### config.mk
export PLATFORM = sky130hd
export DESIGN_NAME = pc_gen_flat
export DESIGN_NICKNAME = d
export VERILOG_FILES = /design/src/rtl/pc_gen_if.sv /design/src/rtl/pc_gen.sv /design/src/flat_wrapper.sv
export SDC_FILE = /design/constraint.sdc
export NUM_CORES = 1
export LEC_CHECK = 0
export CORE_ASPECT_RATIO = 0.5
export CORE_MARGIN = 4
export CORE_UTILIZATION = 44
export DETAILED_ROUTE_END_ITERATION = 10
export PLACE_DENSITY = 0.9
export RECOVER_POWER = 50
export SYNTH_ARGS = -nofsm -noshare
export SYNTH_HDL_FRONTEND = slang
export SYNTH_SLANG_ARGS = --single-unit
export TNS_END_PERCENT = 1
### constraint.sdc
create_clock -name clk -period 4.2 [get_ports clk]
set_input_delay 0.84 -clock clk [delete_from_list [all_inputs] [get_ports clk]]
set_output_delay 0.84 -clock clk [all_outputs]
set_load 0.05 [all_outputs]
### src/rtl/pc_gen_if.sv
// pc_gen_if: fetch-side handshake and control bus for the PC generator.
// master: the PC generator (drives pc, pc_valid and status).
// slave:  the fetch/control side (drives handshake, redirects, traps, RAS hints).
interface pc_gen_if #(
    parameter int WIDTH = 32
);
    logic             stall;
    logic             fetch_ready;
    logic             pc_valid;
    logic [WIDTH-1:0] pc;
    logic             redirect_valid;
    logic [WIDTH-1:0] redirect_target;
    logic             trap_valid;
    logic [WIDTH-1:0] trap_vector;
    logic             call_push;
    logic             ret_pop;
    logic             misaligned;
    logic             ras_empty;
    logic             ras_full;

    modport master (
        input  stall,
        input  fetch_ready,
        output pc_valid,
        output pc,
        input  redirect_valid,
        input  redirect_target,
        input  trap_valid,
        input  trap_vector,
        input  call_push,
        input  ret_pop,
        output misaligned,
        output ras_empty,
        output ras_full
    );

    modport slave (
        output stall,
        output fetch_ready,
        input  pc_valid,
        input  pc,
        output redirect_valid,
        output redirect_target,
        output trap_valid,
        output trap_vector,
        output call_push,
        output ret_pop,
        input  misaligned,
        input  ras_empty,
        input  ras_full
    );
endinterface

### src/rtl/pc_gen.sv
// pc_gen: program-counter generator with trap/redirect steering and an
// optional return-address stack.
// Optional feature macro: PC_GEN_RAS_EN (defined -> return-address stack built;
// undefined -> call_push/ret_pop ignored, ras_empty=1, ras_full=0).
// Reset is synchronous, active-low (rst_n). All outputs come from registers.
module pc_gen #(
    parameter int               WIDTH        = 32,
    parameter logic [WIDTH-1:0] RESET_VECTOR = WIDTH'(32'h8000_0000),
    parameter int               INSTR_BYTES  = 4,
    parameter int               RAS_DEPTH    = 4
) (
    input  logic      clk,
    input  logic      rst_n,
    pc_gen_if.master  bus
);
    // Targets are forced onto an instruction boundary by clearing these bits.
    localparam logic [WIDTH-1:0] ALIGN_MASK = ~(WIDTH'(INSTR_BYTES - 1));
    localparam logic [WIDTH-1:0] STEP       = WIDTH'(INSTR_BYTES);

    logic [WIDTH-1:0] pc_q;
    logic             valid_q;
    logic             mis_q;

    logic [WIDTH-1:0] pc_nxt;
    logic             mis_nxt;
    logic [WIDTH-1:0] seq_pc;
    logic             fire;

    logic             ras_pop_ok;
    logic [WIDTH-1:0] ras_top;
    logic             ras_empty_w;
    logic             ras_full_w;

    assign fire   = valid_q & bus.fetch_ready & ~bus.stall;
    assign seq_pc = pc_q + STEP;

`ifdef PC_GEN_RAS_EN
    localparam int PTR_W = $clog2(RAS_DEPTH);
    localparam int CNT_W = $clog2(RAS_DEPTH + 1);

    // Circular buffer: top_q points at the newest entry; when full, the next
    // push lands on the oldest slot, which is exactly the entry to discard.
    logic [WIDTH-1:0] ras_mem [RAS_DEPTH];
    logic [PTR_W-1:0] top_q;
    logic [CNT_W-1:0] cnt_q;
    logic             ras_op_en;
    logic             push;
    logic             pop;
    logic [PTR_W-1:0] push_idx;

    assign ras_empty_w = (cnt_q == '0);
    assign ras_full_w  = (cnt_q == CNT_W'(RAS_DEPTH));
    // Trap and redirect win the next-pc choice, so the stack must not move.
    assign ras_op_en   = ~bus.trap_valid & ~bus.redirect_valid;
    assign push        = ras_op_en & fire & bus.call_push;
    assign pop         = ras_op_en & fire & bus.ret_pop & ~ras_empty_w;
    assign ras_top     = ras_mem[top_q];
    assign ras_pop_ok  = pop;
    // Push+pop replaces the top in place; a plain push opens a new slot.
    assign push_idx    = pop ? top_q : top_q + PTR_W'(1);

    // Stack pointer and occupancy; trap flushes, count saturates when full.
    always_ff @(posedge clk) begin
        if (!rst_n) begin
            top_q <= '0;
            cnt_q <= '0;
        end else if (bus.trap_valid) begin
            cnt_q <= '0;
        end else if (push && !pop) begin
            top_q <= top_q + PTR_W'(1);
            if (!ras_full_w) begin
                cnt_q <= cnt_q + CNT_W'(1);
            end
        end else if (pop && !push) begin
            top_q <= top_q - PTR_W'(1);
            cnt_q <= cnt_q - CNT_W'(1);
        end
    end

    // Return-address storage; contents need no reset since count gates use.
    always_ff @(posedge clk) begin
        if (rst_n && push) begin
            ras_mem[push_idx] <= seq_pc;
        end
    end
`else
    logic unused_ras;

    assign ras_empty_w = 1'b1;
    assign ras_full_w  = 1'b0;
    assign ras_top     = '0;
    assign ras_pop_ok  = 1'b0;
    assign unused_ras  = ^{bus.call_push, bus.ret_pop};
`endif

    // Next-pc selection: trap > redirect > return pop > sequential > hold.
    always_comb begin
        pc_nxt  = pc_q;
        mis_nxt = 1'b0;
        if (bus.trap_valid) begin
            pc_nxt  = bus.trap_vector & ALIGN_MASK;
            mis_nxt = |(bus.trap_vector & ~ALIGN_MASK);
        end else if (bus.redirect_valid) begin
            pc_nxt  = bus.redirect_target & ALIGN_MASK;
            mis_nxt = |(bus.redirect_target & ~ALIGN_MASK);
        end else if (ras_pop_ok) begin
            pc_nxt  = ras_top;
        end else if (fire) begin
            pc_nxt  = seq_pc;
        end
    end

    // PC, valid and misaligned-pulse registers; reset overrides everything.
    always_ff @(posedge clk) begin
        if (!rst_n) begin
            pc_q    <= RESET_VECTOR;
            valid_q <= 1'b0;
            mis_q   <= 1'b0;
        end else begin
            pc_q    <= pc_nxt;
            valid_q <= 1'b1;
            mis_q   <= mis_nxt;
        end
    end

    assign bus.pc         = pc_q;
    assign bus.pc_valid   = valid_q;
    assign bus.misaligned = mis_q;
    assign bus.ras_empty  = ras_empty_w;
    assign bus.ras_full   = ras_full_w;
endmodule

### src/flat_wrapper.sv
// flat-port wrapper written by rule: the top's interface ports become plain ports
module pc_gen_flat 
#(
    parameter int               WIDTH        = 32,
    parameter logic [WIDTH-1:0] RESET_VECTOR = WIDTH'(32'h8000_0000),
    parameter int               INSTR_BYTES  = 4,
    parameter int               RAS_DEPTH    = 4
)
  (clk, rst_n, bus_stall, bus_fetch_ready, bus_pc_valid, bus_pc, bus_redirect_valid, bus_redirect_target, bus_trap_valid, bus_trap_vector, bus_call_push, bus_ret_pop, bus_misaligned, bus_ras_empty, bus_ras_full);
  pc_gen_if #(.WIDTH(WIDTH)) bus_i ();
  input  logic clk;
  input  logic rst_n;
  input wire logic [$bits(bus_i.stall)-1:0] bus_stall;
  input wire logic [$bits(bus_i.fetch_ready)-1:0] bus_fetch_ready;
  output wire logic [$bits(bus_i.pc_valid)-1:0] bus_pc_valid;
  output wire logic [$bits(bus_i.pc)-1:0] bus_pc;
  input wire logic [$bits(bus_i.redirect_valid)-1:0] bus_redirect_valid;
  input wire logic [$bits(bus_i.redirect_target)-1:0] bus_redirect_target;
  input wire logic [$bits(bus_i.trap_valid)-1:0] bus_trap_valid;
  input wire logic [$bits(bus_i.trap_vector)-1:0] bus_trap_vector;
  input wire logic [$bits(bus_i.call_push)-1:0] bus_call_push;
  input wire logic [$bits(bus_i.ret_pop)-1:0] bus_ret_pop;
  output wire logic [$bits(bus_i.misaligned)-1:0] bus_misaligned;
  output wire logic [$bits(bus_i.ras_empty)-1:0] bus_ras_empty;
  output wire logic [$bits(bus_i.ras_full)-1:0] bus_ras_full;
  assign bus_i.stall = bus_stall;
  assign bus_i.fetch_ready = bus_fetch_ready;
  assign bus_pc_valid = bus_i.pc_valid;
  assign bus_pc = bus_i.pc;
  assign bus_i.redirect_valid = bus_redirect_valid;
  assign bus_i.redirect_target = bus_redirect_target;
  assign bus_i.trap_valid = bus_trap_valid;
  assign bus_i.trap_vector = bus_trap_vector;
  assign bus_i.call_push = bus_call_push;
  assign bus_i.ret_pop = bus_ret_pop;
  assign bus_misaligned = bus_i.misaligned;
  assign bus_ras_empty = bus_i.ras_empty;
  assign bus_ras_full = bus_i.ras_full;
  pc_gen #(.WIDTH(WIDTH), .RESET_VECTOR(RESET_VECTOR), .INSTR_BYTES(INSTR_BYTES), .RAS_DEPTH(RAS_DEPTH)) u_core (.clk(clk), .rst_n(rst_n), .bus(bus_i));
endmodule
==> run summary <==
The flow ran to the end, and the final reports show no timing, DRC or antenna violations. The die width came out at 108 µm. The Yosys warning count came out at 0.

The area of the placeable core came out at 0.00459 mm². The count of filler cells inserted in the layout came out at 370. Across every metal layer, demand over resource in global routing totals 26.0%.

The chip height is 57.8 µm. The final number of hold-violating endpoints is 0. The most frequent cell after synthesis is nand2_1.

The final routed wirelength across all metal layers came out at 8140 µm. Setup total negative slack on the finished layout was measured at 0 ps. The worst pin sits at a relative slew slack of 25.7%. OpenSTA, run right after detailed placement, puts the worst setup slack at 935 ps.

For this design the ratio of total power to cell area is 267 mW/mm². The biggest fanout along the worst timing path is 21. The top cell type's share of synthesized area came out at 29.4%. The count of buffers added on input and output ports is 101. Among all flip-flop cells after synthesis, the most frequent one is dfxtp_1. Synthesis instantiated 52 different standard cells from the library. The cell area after technology mapping is 0.00218 mm². Global routing consumed, on the met2 layer, 45.4% of the routing resources.

Across the run, the number of max-cap violations was 0. Gates resized during post-CTS repair numbered 0. The number of iterations in the first detailed-routing pass is 6.

The final worst-path setup slack is 1180 ps. The area added between synthesis and finish came out at 51.6%. The maximum ir drop on the vdd rail is 0.000153 V. The number of top-level design ports came out at 108. After technology mapping, the gate count stands at 294.

The number of CTS-inserted buffers is 5. After global routing the overflow that remains totals 0. The most crowded layer after global routing is met2.

In this run switching power makes up 34.1% of total power. For this run, global-route usage on met1 was measured as 31.1%. In this run the power spent charging and discharging nets is 0.300 mW. The post-route antenna net violation count is 0.

The leakage dissipation is 1.17 nW. The post-synthesis async set-or-reset flop share is 0%. The HPWL after detailed placement came out at 6090 µm. The via count of the first global-routing pass came to 2,763. The share of the clock period used by the worst path came out at 72.0%. The classification of the worst-slack hold path is reg -> reg.

The total number of H-tree levels came out at 2. The shortest clock period the worst path allows after layout came out at 3020 ps. The number of DRC violations after detailed-routing iteration 0 came out at 247. The number of nets at the end of the flow is 460.

The initial antenna violation count is 0. The clock network latency to the later pin of the worst-skew pair came out at 290 ps. The internal power consumption came out at 0.580 mW. The first global-routing pass estimated 13,100 µm of wire. The cell accounting for the most synthesized area is dfxtp_1.

The worst setup path is of the in -> reg kind. STA classifies the critical path endpoint as a flip-flop. The starting density of the core came out at 47.4%.

Ranked by instance count, the synthesized netlist is headed by nand2_1 (36), dfxtp_1 (32), a21oi_1 (26). The number of clock sinks is 32. 0 antenna diodes ended up in the layout.

Setup repair after global routing left no endpoint under its margin. The data arrival time of the critical path is 3190 ps. The highest clock rate is 0.331 GHz.

After synthesis, flip-flops and latches occupy 29.4% of the total area. The post-CTS setup buffer count is 0. The mean routed wirelength per cell is 17.9 µm.

The share of total power in combinational logic came out at 31.9%. The count of hold-fix buffers inserted at cts came out at 0. The post-synthesis sequential element count is 32. The measured slew at the worst slew-check pin is 1100 ps. For this block, the via count after detailed routing is 2,768. The number of design rule violations left after detail routing is 0. The portion of total power attributed to sequential cells is 39.9%. The count of final max-slew check failures came out at 0. The detail-routed via count per cell is 6.10. By area the synthesized netlist is led by dfxtp_1 (29%), a22oi_1 (6.2%), nand2_1 (6.2%).

The clock arrives with 8.52 ps of skew. The proportion of layout cells with a drive suffix above 1 is 3.61%. The area of the die came out at 0.00621 mm². The number of placement rows came out at 17.

The required time of the critical path is 4370 ps. The startpoint kind of the worst setup timing path is an input pin. The final weighted congestion in routability-driven placement is 0.911.

The number of enable-type register cells in the synthesized netlist is 0. Global routing used 7.23% of the available met3 tracks. In this run the clock root is driven by a clkbuf_8. The clock passes through at most 2 buffers.

TritonCTS built the clock tree. The number of failing setup endpoints in the final timing report is 0. The pin count of the biggest net entering global routing is 22. The average footprint of a synthesized cell is 7.41 µm². The clock slew seen by the registers of the worst setup and hold paths came out at 70 ps. Per report_power, the clock group accounts for 28.2% of the total.
[final timing paths]
kind / startpoint / end / slack, ps / depth (start not counted)
worst max-delay path: bus_trap_valid / u_core.bus.pc[13] / 1180 / 6
worst min-delay path: u_core.bus.pc[15] / u_core.bus.pc[15] / 530 / 2
worst max register to register: u_core.bus.pc[2] / u_core.bus.pc[26] / 1680 / 6
worst min register to register: u_core.bus.pc[15] / u_core.bus.pc[15] / 530 / 2
[per-stage QoR]
| step | total power, mW | hold WS [ps] | utilization [%] | std cells | cell area [µm²] |
|---|---|---|---|---|---|
| floorplan | 0.512 | 689 | - | 296 | 2190 |
| global placement | 0.633 | 482 | 69.9 | 446 | 3210 |
| detailed placement | 0.641 | 508 | 69.9 | 446 | 3210 |
| CTS | 0.887 | 518 | 71.9 | 454 | 3300 |
| global route | 0.917 | 557 | 71.9 | 454 | 3300 |
| finish | 0.880 | 532 | 71.9 | 454 | 3300 |
[critical path: stages]
cell and delay (ps):
clkdlybuf4s50_1 820, or2_2 570, nor2_1 630, a21oi_1 70
o21ai_0 200, a21oi_1 50
[power by group through the flow]
stage	combinational, mW	sequential (mW)	clock [mW]
2_1_floorplan	0.0943	0.418	0
3_3_place_gp	0.277	0.356	0
3_5_place_dp	0.284	0.357	0
4_1_cts	0.285	0.351	0.251
5_1_grt	0.298	0.355	0.264
6_report	0.281	0.351	0.248
[per-layer routing]
layer  vias up  wire, µm
met5         -         0
met4         0       206
met3        31       829
met2       173      3950
met1      1267      3150
li1       1297         -
[logic make-up (layout without fill, tap and decap cells)]
| kind of cell | Yosys count | count (layout) | share of synthesized area, % |
|---|---|---|---|
| other | 2 | 4 | 0.345 |
| flip-flops | 32 | 32 | 29.4 |
| multiplexers | 4 | 4 | 1.84 |
| buffers and inverters | 28 | 120 | 5.63 |
| AO/OA/AOI/OAI | 106 | 106 | 31.4 |
| adder cells (fa/ha/maj) | 1 | 1 | 0.574 |
| AND/OR/NAND/NOR | 113 | 113 | 27.6 |
| XOR/XNOR | 8 | 8 | 3.22 |
[cell usage in the layout, fill, tap and decap left out, types with 2 or more instances in the layout]
cell type and n:
a211oi_1 5, a21oi_1 26, a222oi_1 2, a22o_1 3, a22oi_1 18, a31oi_1 4, and3_1 3, and4_1 4
buf_4 3, clkbuf_1 2, clkbuf_8 6, clkdlybuf4s50_1 69, conb_1 4, dfxtp_1 32, dlygate4sd3_1 32, inv_1 7
mux2i_1 4, nand2_1 36, nand3_1 10, nand4_1 7, nor2_1 14, nor2b_1 4, nor3_1 10, nor3b_1 2
nor4_1 7, o211ai_1 3, o21a_1 2, o21ai_0 24, o22ai_1 5, o31a_1 3, o31ai_1 3, or2_2 2
or4_1 4, xnor2_1 6, xor2_1 2
[cell type report]
type                            instances  area [µm²]  area share [%]
Multi-Input combinational cell        236        1430            43.2
Clock buffer                            8        90.1            2.73
Inverter                                8        30.0           0.909
Tap cell                               66        82.6            2.50
Timing Repair Buffer                  104        1030            31.3
Sequential cell                        32         641            19.4
[flip-flops by register name, summed over array words and instances (netlist names)]
signal                 count
u_core.bus.pc             30
u_core.bus.misaligned      1
u_core.bus.pc_valid        1
No activity file was read; power rests on OpenSTA's default activity.
